**config.mk**
```make
export PLATFORM = sky130hd
export DESIGN_NAME = ibex_instr_bus_xbar_flat
export DESIGN_NICKNAME = d
export VERILOG_FILES = /design/src/rtl/ibex_instr_bus_xbar_if.sv /design/src/rtl/ibex_instr_bus_xbar.sv /design/src/flat_wrapper.sv
export SDC_FILE = /design/constraint.sdc
export NUM_CORES = 1
export LEC_CHECK = 0
export BUFFER_PORTS_ARGS = -buffer_cell sky130_fd_sc_hd__buf_2
export CAP_MARGIN = 0
export CELL_PAD_IN_SITES_DETAIL_PLACEMENT = 0
export CELL_PAD_IN_SITES_GLOBAL_PLACEMENT = 1
export CORE_AREA = 3 3 65 113
export CTS_CLUSTER_SIZE = 24
export DETAILED_ROUTE_END_ITERATION = 16
export DIE_AREA = 0 0 68 116
export GPL_TIMING_DRIVEN = 0
export PLACE_DENSITY = 0.84
export SYNTH_ARGS = -nofsm -noshare
export SYNTH_HDL_FRONTEND = slang
export SYNTH_SLANG_ARGS = --single-unit
```
**constraint.sdc**
```tcl
create_clock -name clk -period 1.9 [get_ports clk]
set_input_delay 0.095 -clock clk [delete_from_list [all_inputs] [get_ports clk]]
set_output_delay 0.095 -clock clk [all_outputs]
set_load 0.01 [all_outputs]
```
**src/rtl/ibex_instr_bus_xbar_if.sv**
```systemverilog
// Instruction-bus bundle between the fetch port, the router and N memories.
// master: environment view (core + memories); slave: router view.
interface ibex_instr_bus_xbar_if #(
  parameter int N_SLAVES = 2,
  parameter int AW       = 32,
  parameter int DW       = 32
);
  logic                   m_req;
  logic [AW-1:0]          m_addr;
  logic                   m_gnt;
  logic                   m_rvalid;
  logic                   m_err;
  logic [DW-1:0]          m_rdata;

  logic [N_SLAVES-1:0]    s_req;
  logic [AW-1:0]          s_addr;
  logic [N_SLAVES-1:0]    s_gnt;
  logic [N_SLAVES-1:0]    s_rvalid;
  logic [N_SLAVES-1:0]    s_err;
  logic [N_SLAVES*DW-1:0] s_rdata;

  modport master (
    output m_req,
    output m_addr,
    input  m_gnt,
    input  m_rvalid,
    input  m_err,
    input  m_rdata,
    input  s_req,
    input  s_addr,
    output s_gnt,
    output s_rvalid,
    output s_err,
    output s_rdata
  );

  modport slave (
    input  m_req,
    input  m_addr,
    output m_gnt,
    output m_rvalid,
    output m_err,
    output m_rdata,
    output s_req,
    output s_addr,
    input  s_gnt,
    input  s_rvalid,
    input  s_err,
    input  s_rdata
  );
endinterface

```
**src/rtl/ibex_instr_bus_xbar.sv**
```systemverilog
// Instruction-bus router: address decode, in-order response tracking.
// Ports: clk, rst_n (sync, active-low), bus (slave modport), unexpected_rvalid.
module ibex_instr_bus_xbar #(
  parameter int N_SLAVES        = 2,
  parameter int AW              = 32,
  parameter int DW              = 32,
  parameter int MAX_OUTSTANDING = 2,
  parameter logic [N_SLAVES*AW-1:0] SLAVE_BASE = '0,
  parameter logic [N_SLAVES*AW-1:0] SLAVE_MASK = '0
) (
  input  logic clk,
  input  logic rst_n,
  ibex_instr_bus_xbar_if.slave bus,
  output logic unexpected_rvalid
);

  localparam int IW = (N_SLAVES > 1) ? $clog2(N_SLAVES) : 1;
  localparam int PW = (MAX_OUTSTANDING > 1) ?
                      $clog2(MAX_OUTSTANDING) : 1;
  localparam int CW = $clog2(MAX_OUTSTANDING + 1);

  typedef struct packed {
    logic          err;
    logic [IW-1:0] idx;
  } ent_t;

  ent_t          r_fifo [MAX_OUTSTANDING];
  logic [PW-1:0] r_wptr;
  logic [PW-1:0] r_rptr;
  logic [CW-1:0] r_count;
  logic          r_unexp;

  logic                w_hit;
  logic [IW-1:0]       w_idx;
  logic                w_full;
  logic                w_accept;
  logic                w_push;
  logic                w_pop;
  logic                w_live;
  ent_t                w_head;
  logic [N_SLAVES-1:0] w_exp;
  logic                w_stray;
  logic                w_rvalid;
  logic                w_err;
  logic [DW-1:0]       w_rdata;

  function automatic logic [PW-1:0] f_inc(input logic [PW-1:0] p);
    return (p == PW'(MAX_OUTSTANDING - 1)) ? '0 : p + PW'(1);
  endfunction

  // Scan downwards so the lowest matching index is the one left.
  always_comb begin
    w_hit = 1'b0;
    w_idx = '0;
    for (int i = N_SLAVES - 1; i >= 0; i--) begin
      if ((bus.m_addr & SLAVE_MASK[i*AW +: AW]) ==
          SLAVE_BASE[i*AW +: AW]) begin
        w_hit = 1'b1;
        w_idx = IW'(i);
      end
    end
  end

  // A full FIFO blocks requests even when a pop is happening this cycle.
  assign w_full   = (r_count == CW'(MAX_OUTSTANDING));
  assign w_accept = bus.m_req & rst_n & ~w_full;

  // Unmapped requests are granted locally and answered later with an error.
  always_comb begin
    bus.s_req = '0;
    w_push    = 1'b0;
    if (w_accept) begin
      if (w_hit) begin
        bus.s_req[w_idx] = 1'b1;
        w_push           = bus.s_gnt[w_idx];
      end else begin
        w_push = 1'b1;
      end
    end
  end

  assign bus.m_gnt  = w_push;
  assign bus.s_addr = bus.m_addr;

  assign w_live = rst_n & (r_count != '0);
  assign w_head = r_fifo[r_rptr];

  always_comb begin
    w_rvalid = 1'b0;
    w_err    = 1'b0;
    w_rdata  = '0;
    w_exp    = '0;
    unique case (1'b1)
      (w_live & w_head.err): begin
        w_rvalid = 1'b1;
        w_err    = 1'b1;
      end
      (w_live & ~w_head.err): begin
        w_rvalid          = bus.s_rvalid[w_head.idx];
        w_err             = bus.s_err[w_head.idx];
        w_rdata           = bus.s_rdata[w_head.idx*DW +: DW];
        w_exp[w_head.idx] = 1'b1;
      end
      default: begin
      end
    endcase
  end

  assign bus.m_rvalid = w_rvalid;
  assign bus.m_err    = w_err;
  assign bus.m_rdata  = w_rdata;

  assign w_pop   = w_rvalid;
  // Any rvalid from a slave that is not the mapped head is dropped.
  assign w_stray = |(bus.s_rvalid & ~w_exp);

  always_ff @(posedge clk) begin
    if (w_push) begin
      r_fifo[r_wptr] <= '{err: ~w_hit, idx: w_idx};
    end
  end

  always_ff @(posedge clk) begin
    if (!rst_n) begin
      r_wptr  <= '0;
      r_rptr  <= '0;
      r_count <= '0;
      r_unexp <= 1'b0;
    end else begin
      if (w_push) begin
        r_wptr <= f_inc(r_wptr);
      end
      if (w_pop) begin
        r_rptr <= f_inc(r_rptr);
      end
      case ({w_push, w_pop})
        2'b10:   r_count <= r_count + CW'(1);
        2'b01:   r_count <= r_count - CW'(1);
        default: r_count <= r_count;
      endcase
      if (w_stray) begin
        r_unexp <= 1'b1;
      end
    end
  end

  assign unexpected_rvalid = r_unexp;

endmodule

```
**src/flat_wrapper.sv**
```systemverilog
// flat-port wrapper written by rule: the top's interface ports become plain ports
module ibex_instr_bus_xbar_flat 
#(
  parameter int N_SLAVES        = 2,
  parameter int AW              = 32,
  parameter int DW              = 32,
  parameter int MAX_OUTSTANDING = 2,
  parameter logic [N_SLAVES*AW-1:0] SLAVE_BASE = '0,
  parameter logic [N_SLAVES*AW-1:0] SLAVE_MASK = '0
)
  (clk, rst_n, unexpected_rvalid, bus_m_req, bus_m_addr, bus_m_gnt, bus_m_rvalid, bus_m_err, bus_m_rdata, bus_s_req, bus_s_addr, bus_s_gnt, bus_s_rvalid, bus_s_err, bus_s_rdata);
  ibex_instr_bus_xbar_if #(.N_SLAVES(N_SLAVES), .AW(AW), .DW(DW)) bus_i ();
  input  logic clk;
  input  logic rst_n;
  output logic unexpected_rvalid;
  input wire logic [$bits(bus_i.m_req)-1:0] bus_m_req;
  input wire logic [$bits(bus_i.m_addr)-1:0] bus_m_addr;
  output wire logic [$bits(bus_i.m_gnt)-1:0] bus_m_gnt;
  output wire logic [$bits(bus_i.m_rvalid)-1:0] bus_m_rvalid;
  output wire logic [$bits(bus_i.m_err)-1:0] bus_m_err;
  output wire logic [$bits(bus_i.m_rdata)-1:0] bus_m_rdata;
  output wire logic [$bits(bus_i.s_req)-1:0] bus_s_req;
  output wire logic [$bits(bus_i.s_addr)-1:0] bus_s_addr;
  input wire logic [$bits(bus_i.s_gnt)-1:0] bus_s_gnt;
  input wire logic [$bits(bus_i.s_rvalid)-1:0] bus_s_rvalid;
  input wire logic [$bits(bus_i.s_err)-1:0] bus_s_err;
  input wire logic [$bits(bus_i.s_rdata)-1:0] bus_s_rdata;
  assign bus_i.m_req = bus_m_req;
  assign bus_i.m_addr = bus_m_addr;
  assign bus_m_gnt = bus_i.m_gnt;
  assign bus_m_rvalid = bus_i.m_rvalid;
  assign bus_m_err = bus_i.m_err;
  assign bus_m_rdata = bus_i.m_rdata;
  assign bus_s_req = bus_i.s_req;
  assign bus_s_addr = bus_i.s_addr;
  assign bus_i.s_gnt = bus_s_gnt;
  assign bus_i.s_rvalid = bus_s_rvalid;
  assign bus_i.s_err = bus_s_err;
  assign bus_i.s_rdata = bus_s_rdata;
  ibex_instr_bus_xbar #(.N_SLAVES(N_SLAVES), .AW(AW), .DW(DW), .MAX_OUTSTANDING(MAX_OUTSTANDING), .SLAVE_BASE(SLAVE_BASE), .SLAVE_MASK(SLAVE_MASK)) u_core (.clk(clk), .rst_n(rst_n), .bus(bus_i), .unexpected_rvalid(unexpected_rvalid));
endmodule
```
==> summary.md, run 1 <==
| Metric | Value |
|---|---|
| WHS Endpoint | `u_core.unexpected_rvalid$_SDFFE_PN0P_` |
| TritonCTS Sinks | `3` |
| Largest net degree at the start of global routing | `11` |
| Die Y | `116 um` |
| Die area | `7890 um2` |
| Share of cells above drive strength 1 | `72.5%` |
| Clock latency at the later pin of the worst-skew pair | `0.22 ns` |
| WHS Path Cells | `2` |
| WS Path Type | `reg2reg` |
| Worst VDD drop | `0.000282 V` |
| CP cell instances | `o21a_2 -> and2_1 -> ha_1 -> or3_1 -> a21boi_1` |
| # rows | `39` |
| Worst-case reg-to-reg path depth | `5` |
| Status | `finished, final reports clean` |
| Routed wl met3 | `586 um` |
| Congestion Overflow GR | `0` |
| FMAX | `0.572 GHz` |
| Crit end category | `flop` |
| CTS buffer count | `3` |
| Final period util | `92.0%` |
| Met2 routed WL | `1610 um` |
| Chip width | `68 um` |
| Routed metal-1 wire length | `749 um` |
| Area delta synth->final | `111%` |
| Pwr per Cell Area | `478 nW/um2` |
| Root buf cell | `clkbuf_16` |
| CTS H-tree depth | `1` |
| Max layer used | `met4` |
| Fin area | `1360 um2` |
| Psw | `0.163 mW` |
| Crit Path Max Fanout | `16` |
| Clock Pin Slew Worst Setup and Hold Paths | `0.03 ns` |
| All-layer global routing usage | `6.81%` |
| Synth warn | `0` |
| Pint | `0.486 mW` |
| Distinct cell type count after synthesis | `16` |
| Deepest clock path buffer count | `2` |
| FF+latch count, synth | `3` |
| Routed via count | `976` |
| Final #Nets | `307` |
| # hold bufs at CTS | `0` |
| Initial antenna violation count | `0` |
| Number of cells in the finished layout apart from fillers | `282` |
| Syn_nets | `196` |
| Final min period | `1.75 ns` |
| Antenna Nets Post-Route | `0` |
| Slowest cell on crit path | `or3_1` |
| Syn avg cell area | `7.16 um2` |
| Syn Inst Count | `90` |
| Worst setup SP type | `flop` |
| CP max stage delay | `0.36 ns` |
| Pre-CTS WS | `-0.146 ns` |
| Critical path data required time | `2.05 ns` |
| Via density | `3.46` |
| MaxCap Viol Count | `0` |
| Clk_skew | `0.000268 ns` |
| PortBufs | `107` |
| Final worst slack | `0.151 ns` |
| Final setup vio count | `0` |
| Wire per inst | `10.5 um` |
| Crit path DAT | `1.90 ns` |
| Worst R2R Setup Slack | `0.15 ns` |
| Sw frac | `25.1%` |
| Cell Area, Synth | `644 um2` |
| Reg2reg start | `u_core.r_count[0]$_SDFFE_PN0P_` |
| First-pass GRT wire length | `3950 um` |
| Number of global-route vias before repair | `889` |
| CTS tree | `built` |
| Area of the core | `6540 um2` |
| Clock share of power | `51.0%` |
| Endpoints failing hold | `0` |
| Sequential area share after synthesis | `9.32%` |
| Hold/Removal Path Class | `in2reg` |
| Diode count | `0` |
| HPWL Detailed | `2790 um` |
| Sequential Power Share | `11.2%` |
| Inst Count DP | `279` |
| Slew Limit Fails | `0` |
| Combinational Power Share | `37.8%` |
| Placed cell area | `1280 um2` |
| RSZ-0062 raised after global routing | `no` |
| DRC errors left | `0` |
| Starting density of the core | `9.85%` |
| Initial drt markers | `6` |
| GPL Wtd Cong | `0.802` |
| Lkg Pwr | `0.844 nW` |
| Hold_sp | `bus_s_rvalid[1]` |
| Final wirelength | `2960 um` |
| Reg2reg end | `u_core.r_count[1]$_SDFFE_PN0P_` |
| # IOs | `175` |
| Pre-antenna DRT Iters | `2` |
## registers in the layout (all words and copies together) (netlist names)
signal	flops
u_core.unexpected_rvalid	1
u_core.r_count	2
## power by group through the flow
| stage | Combinational, mW | Sequential (mW) | Clock [mW] |
|---|---|---|---|
| floorplan | 0.137 | 0.0740 | 0 |
| global placement | 0.248 | 0.0737 | 0 |
| CTS | 0.252 | 0.0730 | 0.337 |
| detailed placement | 0.250 | 0.0739 | 0 |
| global route | 0.273 | 0.0737 | 0.344 |
| finish | 0.245 | 0.0729 | 0.331 |
## critical path: cells and delay by family (launching register included)
kind	cells	cell delay, ns
AO/OA/AOI/OAI	2	0.43
AND/OR/NAND/NOR	2	0.57
adder cells (fa/ha/maj)	1	0.33
flip-flops	1	0.34
## cells in the mapped netlist
cell	instances	area, um2
dfxtp_1	3	60.1
and2_1	36	225
ha_1	1	12.5
or3_1	1	6.26
xnor2_1	2	17.5
conb_1	1	3.75
nor3b_1	1	7.51
clkbuf_1	3	11.3
o31a_1	1	8.76
a21boi_1	1	7.51
o21a_1	1	7.51
a21oi_1	1	5.00
o21ai_0	1	5.00
inv_1	1	3.75
buf_4	34	255
nand2_1	2	7.51
## cell usage in the layout (no fill, tap or decap), types with 2 or more instances in the layout
master     count
clkbuf_16      3
nand2_1        2
buf_4         34
clkbuf_1       3
dfxtp_1        3
and2_1        36
xnor2_1        2
buf_2        107
## worst max-delay path by stage
stage / start / endpoint / slack, ns / cells after the start
2_1_floorplan: u_core.r_count[0]$_SDFFE_PN0P_ / u_core.r_count[1]$_SDFFE_PN0P_ / 0.1 / 6
3_5_place_dp: u_core.r_count[0]$_SDFFE_PN0P_ / u_core.r_count[1]$_SDFFE_PN0P_ / -0.15 / 6
6_report: u_core.r_count[0]$_SDFFE_PN0P_ / u_core.r_count[1]$_SDFFE_PN0P_ / 0.15 / 5
3_3_place_gp: u_core.r_count[0]$_SDFFE_PN0P_ / u_core.r_count[1]$_SDFFE_PN0P_ / -0.12 / 6
4_1_cts: u_core.r_count[0]$_SDFFE_PN0P_ / u_core.r_count[1]$_SDFFE_PN0P_ / 0.009 / 6
5_1_grt: u_core.r_count[1]$_SDFFE_PN0P_ / bus_m_rdata[18] / 0.01 / 4
## kinds of logic (layout without fill, tap and decap cells)
logic type                 after synthesis  count (layout)  synth area share [%]
xor gates and xnor gates                 2               2                  2.72
buffers and inverters                   38             148                  41.9
and+or+nand+nor                         40              40                  38.3
other                                    1               1                 0.582
adders and majority gates                1               1                  1.94
AOI/OAI and AO/OA                        5               5                  5.24
DFF                                      3               3                  9.32
## layout make-up
class                           count  area [um2]
Timing Repair Buffer              107         536
Buffer                             36         263
Clock buffer                        4        78.8
Sequential cell                     3        60.1
Multi-Input combinational cell     49         315
Fill cell                         755        5180
Inverter                            1        3.75
Tap cell                           82         103
## metrics by stage
step | total power [mW] | setup TNS (ns) | hold slack, ns | util, %
6_report | 0.649 | 0 | 0.0952 | 20.8
5_1_grt | 0.690 | 0 | 0.133 | 20.8
4_1_cts | 0.661 | 0 | 0.0959 | 20.9
3_5_place_dp | 0.324 | -0.146 | 0.325 | 19.6
3_3_place_gp | 0.322 | -0.121 | 0.324 | 19.6
2_1_floorplan | 0.211 | 0 | 0.217 | -
## routing by layer
metal | track usage [%] | vias to the layer above
met5 | 0 | -
met1 | 5.33 | 396
met2 | 14.3 | 119
li1 | - | 459
met4 | 1.20 | 0
met3 | 3.01 | 2
## timing repair
action | CTS | global route
setup endpoints to repair | 1 | 1
buffers inserted | 0 | 0
cloned | 0 | 0
resized for setup | 2 | 0
endpoints found under the hold margin | 0 | 0
(Power assumes the default switching activity.)
==> inputs of run 2 (changes only) <==
- ABC_AREA: not set -> 1
- CORE_AREA: 3 3 65 113 -> 3 3 66 115
- DIE_AREA: 0 0 68 116 -> 0 0 69 118
- PLACE_DENSITY: 0.84 -> 0.86
==> summary.md, run 2 <==
| Metric | Value |
|---|---|
| Ys async rst share | `0%` |
| Crit path DAT | `1.85 ns` |
| Hold_sp | `bus_s_rvalid[1]` |
| Syn avg cell area | `5.56 um2` |
| Worst VDD drop | `0.000468 V` |
| Cell Area, Synth | `734 um2` |
| Routed via count | `1,055` |
| Sequential Power Share | `11.0%` |
| Pwr per Cell Area | `457 nW/um2` |
| CTS buffer count | `3` |
| Register area | `60.1 um2` |
| Final wirelength | `2450 um` |
| Congestion Overflow GR | `0` |
| Distinct cell type count after synthesis | `15` |
| Crit end category | `flop` |
| Final worst slack | `0.213 ns` |
| Worst-case reg-to-reg path depth | `9` |
| Endpoints failing hold | `0` |
| Crit Path Max Fanout | `10` |
| Critical path data required time | `2.06 ns` |
| DRC errors left | `0` |
| CTS tree | `built` |
| Syn_nets | `238` |
| RSZ-0062 raised after global routing | `no` |
| Max reg flops | `2` |
| All-layer global routing usage | `5.34%` |
| Reg2reg start | `u_core.r_count[1]$_SDFFE_PN0P_` |
| Clock share of power | `50.1%` |
| Filler cell count | `778` |
| Largest net degree at the start of global routing | `11` |
| WHS Path Cells | `3` |
| Final period util | `88.8%` |
| Reg2reg end | `u_core.r_count[1]$_SDFFE_PN0P_` |
| Status | `finished, final reports clean` |
| Sequential area share after synthesis | `8.18%` |
| # hold bufs at CTS | `0` |
| Antenna Nets Post-Route | `0` |
| Syn Inst Count | `132` |
| Area delta synth->final | `98.0%` |
| Sw frac | `26.9%` |
| Synth warn | `0` |
| Initial drt markers | `12` |
| Setup_tns | `0 ns` |
| Clock Pin Slew Worst Setup and Hold Paths | `0.03 ns` |
| WHS Endpoint | `u_core.unexpected_rvalid$_SDFFE_PN0P_` |
| Wire per inst | `7.48 um` |
| Share of cells above drive strength 1 | `62.1%` |
| Top FF cell, synth | `dfxtp_1` |
| First-pass GRT wire length | `3730 um` |
| Starting density of the core | `10.8%` |
| Initial antenna violation count | `0` |
| Die area | `8140 um2` |
| # IOs | `175` |
| # rows | `40` |
| Clock latency at the later pin of the worst-skew pair | `0.22 ns` |
| Combinational Power Share | `38.8%` |
| GPL Wtd Cong | `0.710` |
| HPWL Detailed | `2200 um` |
| Synth top area cells | `buf_4, nor2_1, inv_1, dfxtp_1, buf_6` |
| Worst setup SP type | `flop` |
| CTS H-tree depth | `1` |
| Final setup vio count | `0` |
| Lkg Pwr | `1.04 nW` |
| Slew Limit Fails | `0` |
| Final min period | `1.69 ns` |
| PortBufs | `107` |
| Pre-CTS WS | `0.196 ns` |
| FMAX | `0.593 GHz` |
| Largest area contributor in the synthesized netlist | `buf_4` |
| Via density | `3.23` |
| Share of the synthesized area in the top cell type | `34.8%` |
| TritonCTS Sinks | `3` |
| Chip width | `69 um` |
| Top-count cell post-synth | `nor2_1` |
| Final #Nets | `350` |
| Number of synthesized flops with an enable pin | `0` |
| Commonest cells in the synthesized netlist | `nor2_1, inv_1, buf_4` |
| Most frequent cells in the layout | `buf_2, nor2_1, inv_1` |
| Worst R2R Setup Slack | `0.21 ns` |
| MaxCap Viol Count | `0` |
| Clk_skew | `0.000826 ns` |
| Root buf cell | `clkbuf_16` |
| Number of global-route vias before repair | `922` |
| Pre-antenna DRT Iters | `4` |
| # resized after CTS | `0` |
| Reg with most FFs | `u_core.r_count` |
| Diode count | `0` |
| Die Y | `118 um` |
| FF+latch count, synth | `3` |
| Post-CTS setup buffer count | `0` |
| Most common cell after layout, fill and taps aside | `buf_2` |
| Deepest clock path buffer count | `2` |
| Area of the core | `6810 um2` |
| Pint | `0.486 mW` |
| Area of the multi-input gates | `243 um2` |
| Psw | `0.179 mW` |
| WS Path Type | `reg2reg` |
| Hold/Removal Path Class | `in2reg` |
[run 2: changes by cell type after synthesis, sizes merged]
cell	change
a21oi	+1
and2	-36
buf	+3
clkbuf	-3
inv	+37
nand2	+5
nand4	+1
nor2	+39
nor3b	-1
o21a	-1
o21ai	+1
o31a	-1
or3	-1
xnor2	-2
[run 2: power by group through the flow]
stage	Clock, mW	Sequential [mW]	Combinational, mW
global placement	0	0.0736	0.260
detailed placement	0	0.0742	0.262
CTS	0.337	0.0734	0.264
floorplan	0	0.0737	0.151
global route	0.340	0.0740	0.287
finish	0.333	0.0734	0.258
[run 2: cell type report]
class,count,area share (%)
flip-flops and latches,3,4.13
well taps,84,7.23
plain buffers,37,19.9
repair buffers,107,36.8
inverters,38,9.81
multi-input cells,54,16.7
clock buffers,4,5.42
[run 2: worst max-delay path by stage]
stage                                   start                              to  slack, ns  cells after the start
2_1_floorplan  u_core.r_count[1]$_SDFFE_PN0P_  u_core.r_count[1]$_SDFFE_PN0P_       0.36                      9
3_3_place_gp   u_core.r_count[1]$_SDFFE_PN0P_  u_core.r_count[1]$_SDFFE_PN0P_       0.22                      9
3_5_place_dp   u_core.r_count[1]$_SDFFE_PN0P_  u_core.r_count[1]$_SDFFE_PN0P_       0.20                      9
4_1_cts        u_core.r_count[1]$_SDFFE_PN0P_  u_core.r_count[1]$_SDFFE_PN0P_       0.18                      9
5_1_grt        u_core.r_count[1]$_SDFFE_PN0P_  u_core.r_count[1]$_SDFFE_PN0P_       0.01                      9
6_report       u_core.r_count[1]$_SDFFE_PN0P_  u_core.r_count[1]$_SDFFE_PN0P_       0.21                      9
[run 2: per-stage QoR]
step | utilization (%) | area, um2 | instances | hold slack (ns) | power, mW
CTS | 21.4 | 1450 | 327 | 0.135 | 0.674
global route | 21.4 | 1450 | 327 | 0.145 | 0.702
global placement | 20.2 | 1380 | 323 | 0.358 | 0.333
detailed placement | 20.2 | 1380 | 323 | 0.366 | 0.337
floorplan | - | 734 | 132 | 0.216 | 0.225
finish | 21.4 | 1450 | 327 | 0.134 | 0.664
[run 2: kinds of logic (layout without fill, tap and decap cells)]
| logic type | Yosys count | count (layout) | synth area share, % |
|---|---|---|---|
| adder cells (fa/ha/maj) | 1 | 1 | 1.70 |
| flip-flops | 3 | 3 | 8.18 |
| AO/OA/AOI/OAI | 5 | 5 | 5.79 |
| buffers and inverters | 75 | 186 | 58.8 |
| AND/OR/NAND/NOR | 47 | 47 | 25.0 |
| other | 1 | 1 | 0.511 |
[run 2: routing by layer]
layer,vias up,part of all wire (%),global-route usage [%]
met2,96,51,10.2
met5,-,0,0
met3,4,18,2.14
met4,0,0.94,2.57
li1,551,-,-
met1,404,30,4.69
[run 2: critical path, cell delays in order, from the launching register on]
cell and delay (ns):
dfxtp_1 0.36, o21ai_4 0.33, buf_6 0.19, nor2_1 0.06, ha_1 0.31, inv_1 0.08, nand2_1 0.05, nor2_1 0.09
nor2_1 0.04, nor2_1 0.10
==> inputs of run 3 (changes only) <==
- BUFFER_PORTS_ARGS: -buffer_cell sky130_fd_sc_hd__buf_2 -> -buffer_cell sky130_fd_sc_hd__buf_4
- PLACE_DENSITY: 0.86 -> 0.83
==> summary.md, run 3 (synthesized netlist as in run 2, its figures left out) <==
| Metric | Value |
|---|---|
| Inst Count DP | `323` |
| Root buf cell | `clkbuf_16` |
| Starting density of the core | `10.8%` |
| WHS | `0.133 ns` |
| Crit path DAT | `1.87 ns` |
| Post-CTS setup buffer count | `0` |
| Clk_skew | `0.00156 ns` |
| Die Y | `118 um` |
| HPWL Detailed | `2410 um` |
| Initial antenna violation count | `0` |
| CTS buffer count | `3` |
| CTS tree | `built` |
| Initial drt markers | `16` |
| Pre-antenna DRT Iters | `4` |
| Via density | `3.30` |
| Slowest cell on crit path | `dfxtp_1` |
| DRC errors left | `0` |
| TritonCTS Sinks | `3` |
| FMAX | `0.584 GHz` |
| Congestion Overflow GR | `0` |
| Worst setup SP type | `flop` |
| Clock share of power | `45.7%` |
| Lkg Pwr | `1.10 nW` |
| Final wirelength | `2690 um` |
| # resized after CTS | `0` |
| Chip width | `69 um` |
| Endpoints failing hold | `0` |
| # hold bufs at CTS | `0` |
| Die area | `8140 um2` |
| # IOs | `175` |
| Clock latency at the later pin of the worst-skew pair | `0.22 ns` |
| Worst path most repeated cell | `nor2_1` |
| Number of cells in the finished layout apart from fillers | `327` |
| Max reg flops | `2` |
| All-layer global routing usage | `6.03%` |
| GPL Wtd Cong | `0.711` |
| Final period util | `90.1%` |
| Combinational Power Share | `44.2%` |
| CP cell instances | `o21ai_4 -> buf_6 -> nor2_1 -> ha_1 -> inv_1 -> nand2_1 -> nor2_1 -> nor2_1 -> nor2_1` |
| Psw | `0.182 mW` |
| Hold/Removal Path Class | `in2reg` |
| Reg with most FFs | `u_core.r_count` |
| Share of cells above drive strength 1 | `62.1%` |
| MaxCap Viol Count | `0` |
| Final setup vio count | `0` |
| Final #Nets | `350` |
| Slew Limit Fails | `0` |
| PortBufs | `107` |
| WS Path Type | `reg2reg` |
| Largest net degree at the start of global routing | `11` |
| Antenna Nets Post-Route | `0` |
| Clock Pin Slew Worst Setup and Hold Paths | `0.03 ns` |
| CP max stage delay | `0.35 ns` |
| Crit end category | `flop` |
| CTS H-tree depth | `1` |
| Most frequent cells in the layout | `buf_4, nor2_1, inv_1` |
| Most common cell after layout, fill and taps aside | `buf_4` |
| Layout Utilization | `25.3%` |
| First-pass GRT wire length | `4160 um` |
| Critical path data required time | `2.05 ns` |
| Pint | `0.542 mW` |
| Number of global-route vias before repair | `1,011` |
| Diode count | `0` |
| Worst VDD drop | `0.000444 V` |
| Pwr per Cell Area | `420 nW/um2` |
| # rows | `40` |
| Crit Path Max Fanout | `10` |
| Worst R2R Setup Slack | `0.19 ns` |
| Final min period | `1.71 ns` |
| Routed via count | `1,080` |
| Wire per inst | `8.24 um` |
| Sequential Power Share | `10.1%` |
| Setup_tns | `0 ns` |
| Deepest clock path buffer count | `2` |
| Area delta synth->final | `134%` |
| Area of the core | `6810 um2` |
| Sw frac | `25.1%` |
| RSZ-0062 raised after global routing | `no` |
| Status | `finished, final reports clean` |
-- run 3: changes by cell type in the layout (fill, tap and decap cells not counted) --
cell and delta:
buf_2 -107, buf_4 +107
-- run 3: power groups by stage --
stage / registers (mW) / clock network [mW] / logic [mW]
floorplan: 0.0737 / 0 / 0.151
global placement: 0.0736 / 0 / 0.320
detailed placement: 0.0738 / 0 / 0.325
CTS: 0.0730 / 0.338 / 0.326
global route: 0.0740 / 0.341 / 0.351
finish: 0.0729 / 0.331 / 0.320
-- run 3: worst max-delay path: cells and delay by family (launching register included) --
| kind | cells | cell delay, ns |
|---|---|---|
| and+or+nand+nor | 5 | 0.37 |
| buffers and inverters | 2 | 0.28 |
| adders and majority gates | 1 | 0.32 |
| DFF | 1 | 0.35 |
| AOI/OAI and AO/OA | 1 | 0.32 |
-- run 3: cell type report --
cell class / count / area (um2)
flip-flops and latches: 3 / 60.1
repair buffers: 107 / 803
plain buffers: 37 / 289
well taps: 84 / 105
fillers: 783 / 5080
multi-input cells: 54 / 243
clock buffers: 4 / 78.8
inverters: 38 / 143
-- run 3: final timing paths --
kind              cells past startpoint                                     to                                  start
setup / recovery                      9         u_core.r_count[1]$_SDFFE_PN0P_         u_core.r_count[1]$_SDFFE_PN0P_
hold / removal                        3  u_core.unexpected_rvalid$_SDFFE_PN0P_                        bus_s_rvalid[1]
setup reg to reg                      9         u_core.r_count[1]$_SDFFE_PN0P_         u_core.r_count[1]$_SDFFE_PN0P_
hold reg to reg                       2  u_core.unexpected_rvalid$_SDFFE_PN0P_  u_core.unexpected_rvalid$_SDFFE_PN0P_
-- run 3: layer usage --
metal  track usage, %  routed length [um]
met5                0                   0
met4             2.20                  28
met3             2.91                 457
met2             11.9                1420
met1             4.95                 782
-- run 3: per-stage QoR --
step	power, mW	setup slack, ns	instance area, um2
floorplan	0.225	0.364	734
global placement	0.394	0.198	1640
detailed placement	0.399	0.159	1640
CTS	0.737	0.153	1720
global route	0.765	0.000527	1720
finish	0.724	0.188	1720
